## src/rtl/limitador_activacion_pipe.sv

```systemverilog
// Two-stage activation limiter. Each beat carries CHANNELS signed fixed-point
// samples that are passed through, rectified (ReLU) or clamped to a window.
// S1 captures the beat together with its mode and bounds, and S2 holds the
// limited result plus per-channel saturation flags. A valid/ready handshake
// provides backpressure.
// FRAC only documents the fixed-point scaling. The limiting needs plain
// signed compares, so the binary point position never enters the logic.
module limitador_activacion_pipe #(
  parameter int WIDTH    = 32,
  parameter int FRAC     = 24,
  parameter int CHANNELS = 4
) (
  input  logic                      clk,
  input  logic                      rst,
  input  logic                      in_valid,
  output logic                      in_ready,
  input  logic [CHANNELS*WIDTH-1:0] in_data,
  input  logic [1:0]                mode,
  input  logic [WIDTH-1:0]          lo_bound,
  input  logic [WIDTH-1:0]          hi_bound,
  output logic                      out_valid,
  input  logic                      out_ready,
  output logic [CHANNELS*WIDTH-1:0] out_data,
  output logic [CHANNELS-1:0]       sat_flags,
  output logic [15:0]               sat_count,
  input  logic                      clr_count
);

  typedef enum logic [1:0] {
    MODE_PASS      = 2'b00,
    MODE_RELU      = 2'b01,
    MODE_CLAMP     = 2'b10,
    MODE_CLAMP_POS = 2'b11
  } mode_t;

  logic                       s1_valid;
  logic [CHANNELS*WIDTH-1:0]  s1_data;
  mode_t                      s1_mode;
  logic signed [WIDTH-1:0]    s1_lo;
  logic signed [WIDTH-1:0]    s1_hi;

  logic                       s2_valid;
  logic [CHANNELS*WIDTH-1:0]  s2_data;
  logic [CHANNELS-1:0]        s2_flags;

  logic                       s2_adv;
  logic                       s1_adv;
  logic [CHANNELS*WIDTH-1:0]  lim_data;
  logic [CHANNELS-1:0]        lim_flags;

  // The upper bound is tested first, so an inverted window (lo > hi) still
  // resolves deterministically: above hi gives hi, anything else gives lo.
  function automatic logic [WIDTH-1:0] limit_sample(
    input logic signed [WIDTH-1:0] x,
    input mode_t                   m,
    input logic signed [WIDTH-1:0] lo,
    input logic signed [WIDTH-1:0] hi
  );
    logic signed [WIDTH-1:0] r;
    r = x;
    case (m)
      MODE_PASS:      r = x;
      MODE_RELU:      r = x[WIDTH-1] ? '0 : x;
      MODE_CLAMP:     r = (x > hi) ? hi : ((x < lo) ? lo : x);
      MODE_CLAMP_POS: r = x[WIDTH-1] ? '0 : ((x > hi) ? hi : x);
      default:        r = x;
    endcase
    return r;
  endfunction

  assign s2_adv    = !s2_valid || out_ready;
  assign s1_adv    = !s1_valid || s2_adv;
  assign in_ready  = s1_adv && !rst;
  assign out_valid = s2_valid;
  assign out_data  = s2_data;
  assign sat_flags = s2_flags;

  // Limit every channel of the beat held in S1 and flag the channels that changed
  always_comb begin
    lim_data  = '0;
    lim_flags = '0;
    for (int c = 0; c < CHANNELS; c++) begin
      lim_data[c*WIDTH +: WIDTH] = limit_sample(s1_data[c*WIDTH +: WIDTH], s1_mode, s1_lo, s1_hi);
      lim_flags[c] = (lim_data[c*WIDTH +: WIDTH] != s1_data[c*WIDTH +: WIDTH]);
    end
  end

  // S1 captures the incoming beat along with the mode and bounds that apply to it
  always_ff @(posedge clk or posedge rst) begin
    if (rst) begin
      s1_valid <= 1'b0;
      s1_data  <= '0;
      s1_mode  <= MODE_PASS;
      s1_lo    <= '0;
      s1_hi    <= '0;
    end else if (s1_adv) begin
      s1_valid <= in_valid;
      if (in_valid) begin
        s1_data <= in_data;
        s1_mode <= mode_t'(mode);
        s1_lo   <= lo_bound;
        s1_hi   <= hi_bound;
      end
    end
  end

  // S2 holds the limited result and stays frozen while downstream stalls
  always_ff @(posedge clk or posedge rst) begin
    if (rst) begin
      s2_valid <= 1'b0;
      s2_data  <= '0;
      s2_flags <= '0;
    end else if (s2_adv) begin
      s2_valid <= s1_valid;
      if (s1_valid) begin
        s2_data  <= lim_data;
        s2_flags <= lim_flags;
      end
    end
  end

  // Count delivered beats that saturated any channel; clear wins, no wraparound
  always_ff @(posedge clk or posedge rst) begin
    if (rst) begin
      sat_count <= '0;
    end else if (clr_count) begin
      sat_count <= '0;
    end else if (s2_valid && out_ready && (|s2_flags) && (sat_count != 16'hFFFF)) begin
      sat_count <= sat_count + 16'd1;
    end
  end

endmodule
```

## config.mk

```make
export PLATFORM = sky130hd
export DESIGN_NAME = limitador_activacion_pipe
export DESIGN_NICKNAME = d
export VERILOG_FILES = /design/src/rtl/limitador_activacion_pipe.sv
export SDC_FILE = /design/constraint.sdc
export NUM_CORES = 2
export LEC_CHECK = 0
export CORE_MARGIN = 2
export CORE_UTILIZATION = 25
export DETAILED_ROUTE_END_ITERATION = 12
export GPL_TIMING_DRIVEN = 1
export HOLD_SLACK_MARGIN = 0.15
export SYNTH_ARGS = -nofsm -noshare
export SYNTH_HDL_FRONTEND = slang
export SYNTH_SLANG_ARGS = --single-unit
```

## constraint.sdc

```tcl
create_clock -name clk -period 13.5 [get_ports clk]
set_input_delay 1.35 -clock clk [delete_from_list [all_inputs] [get_ports clk]]
set_output_delay 1.35 -clock clk [all_outputs]
set_load 0.02 [all_outputs]
```

==> reports/metrics.yaml <==
synthesis:
  ys_warn_count: 0
  synth_area_um2: 27800
  syn_inst: 3211
  yosysTopAreaCell: "dfrtp_1"
  ys_ff_latch: 344
  synthFlopType: "dfrtp_1"
  synthArstFlopShare_pct: 100
  synth_top_area_share_pct: 31.0
  synth_area_leaders: "dfrtp_1, ha_1, mux2_2"
  syn-num-nets: 3663
  ys_types: 93
  synth_edf_count: 0
  avgSynthCellArea_um2: 8.64
  yosysSeqAreaShare_pct: 31.0
timing:
  hold_viol_final: 0
  final.setup.worst_slack_ns: 6.82
  finClkSkew_ns: 0.0434
  fmax_mhz: 150
  rsz0062_at_grt: "false"
  setup_viol: 0
  fin_crit_sh_pct: 49.5
  drv_slew: 0
  period_needed_ns: 6.68
  tns_ns: 0
  relSlewSlack_pct: 15.5
  tightest_slew_ns: 1.25
layout:
  drive_gt1_share_pct: 12.6
  fin_cells: 5046
  layout.nets: 3965
  final_util_pct: 31.6
  seqCellArea_um2: 8610
  area_growth_pct: 25.5
  fillCellCount: 11584
  multi_input_area_um2: 17900
  final_cell_mix: "clkdlybuf4s50_1, dfrtp_1, nand2_1, nor2_1, ha_1"
  final_common_cell: "clkdlybuf4s50_1"
flow_run:
  cap_violations: 0
routing:
  avgViaCountPerCell: 6.05
  first_pass_iters: 8
  ant_nets: 0
  postRouteWirelength_um: 170000
  drt-initial-drc-count: 4154
  wl_per_cell_um: 33.8
  vias: 30524
  drc: 0
setup_path:
  cp-end-kind: "flop"
  cp_max_fo: 9
  cp_top_family: "compound AO/OA/AOI/OAI gates"
  critPathArrivalTime_ns: 7.18
  setup.worst_path.start_class: "flop"
  crit_buf_inv: 1
  criticalPathCategory: "flop to flop"
  cpMaxStageDelayCell: "a21oi_1"
  cpMostUsedCell: "nand4_1"
  max_stage_delay_ns: 0.96
  required_ns: 14.00
  path_cells: "inv_1 > ha_1 > nand4_1 > nor4_1 > a31oi_1 > a21oi_1 > nand2_1 > o31ai_1 > o32a_1 > nand4_1 > a2111oi_0 > a41oi_1"
  r2r_slack_ns: 6.82
clocking:
  postCtsSetupRepairBufs: 0
  cts_made_buffers: 44
  clock_latency_ns: 0.64
  hold_buffers: 0
  cts_max_level: 2
  cts_resized: 0
  cts_tree: "done"
  cts.sink_count: 344
  cts_buffer_depth: 3
  root_buffer: "clkbuf_16"
  path_clk_slew_ns: 0.07
power:
  p_leak_nw: 14.5
  irDropWorstVdd_v: 0.000102
  finalPower_mw: 6.51
  power_density_nw_per_um2: 187
place:
  gp_congestion: 1.04
  dp_hpwl_um: 123000
  dp_cells: 4955
  dp_slack_ns: 7.35
  port_buffers: 348
grt:
  grt_pass1_vias: 28871
  grt_overflow_total: 0
  grt_first_pass_wirelength_um: 232000
  grt.total_usage_pct: 29.1
  antenna_found_initial: 14
  grt_max_degree: 130
floorplan:
  die-height_um: 337
  core_um2: 110000
  die_area_um2: 114000
  io_pins: 349
  rows: 122
  initial_core_util_pct: 25.1
  fp.dieW_um: 337
run_status:
  status: "complete, no violations"
worst_hold_path:
  hp-class: "flop to flop"
==> state kept, by name, summed over array words and instances, names as in the netlist <==
signal     cells
s1_data      128
s1_hi         32
sat_count     16
s1_lo         32
sat_flags      4
out_valid      1
s1_valid       1
s1_mode        2
out_data     128
==> cell usage after synthesis, types with 70 or more instances <==
| cell | number |
|---|---|
| nor2_1 | 255 |
| nand2_1 | 337 |
| nand3_1 | 77 |
| inv_1 | 117 |
| a21oi_1 | 244 |
| ha_1 | 253 |
| mux2i_1 | 81 |
| dfrtp_1 | 344 |
| clkbuf_1 | 157 |
| o21ai_0 | 242 |
| mux2_2 | 209 |
| o31ai_1 | 70 |
==> layout make-up <==
class                   instances  area share, %
flip-flops and latches        344           24.7
diodes                         12         0.0862
inverters                     120           1.31
repair buffers                464           12.6
well taps                    1488           5.34
multi-input cells            2539           51.4
clock buffers                  57           3.68
clock inverters                22          0.934
==> kinds of logic after synthesis <==
group | share of synthesized area [%]
DFF | 31.0
adders and majority gates | 11.4
buffers and inverters | 4.79
and+or+nand+nor | 14.8
xor gates and xnor gates | 0.473
muxes | 11.4
AOI/OAI and AO/OA | 26.1
==> tightest hold or removal path: stages (launching register included) <==
cell and delay, ns:
dfrtp_1 0.34, nand2_1 0.05, nand2_1 0.05
==> metrics by stage <==
step | hold slack (ns) | cell area, µm²
2_1_floorplan | 0.493 | 27800
3_3_place_gp | 0.456 | 33200
3_5_place_dp | 0.459 | 33200
4_1_cts | 0.472 | 34800
5_1_grt | 0.502 | 34800
6_report | 0.464 | 34800
==> where the power goes <==
part           switching [mW]  leakage [nW]  total (mW)  internal (mW)
Sequential              0.415          4.13        1.68           1.26
Combinational            2.25          9.62        3.50           1.26
Clock                   0.524         0.782        1.33          0.806
Total                    3.19          14.5        6.51           3.33
==> path summary, 6_finish.rpt <==
check,start,to,depth (start not counted)
worst max-delay path,s1_hi[22]$_DFFE_PP0P_,sat_flags[3]$_DFFE_PP0P_,12
worst min-delay path,out_data[68]$_DFFE_PP0P_,out_data[68]$_DFFE_PP0P_,2
worst max register to register,s1_hi[22]$_DFFE_PP0P_,sat_flags[3]$_DFFE_PP0P_,12
worst min register to register,out_data[68]$_DFFE_PP0P_,out_data[68]$_DFFE_PP0P_,2
max in group asynchronous,rst,s1_mode[1]$_DFFE_PP0P_,3
min in group asynchronous,rst,sat_count[9]$_DFFE_PP0P_,2
==> routing by layer <==
metal,vias to the layer above,global-route usage [%],share of wire (%)
li1,12809,-,-
met1,14951,36.6,39
met4,8,18.3,7.6
met2,2188,43.2,42
met5,-,0,0.033
met3,568,8.73,11
(Power assumes the default switching activity.)
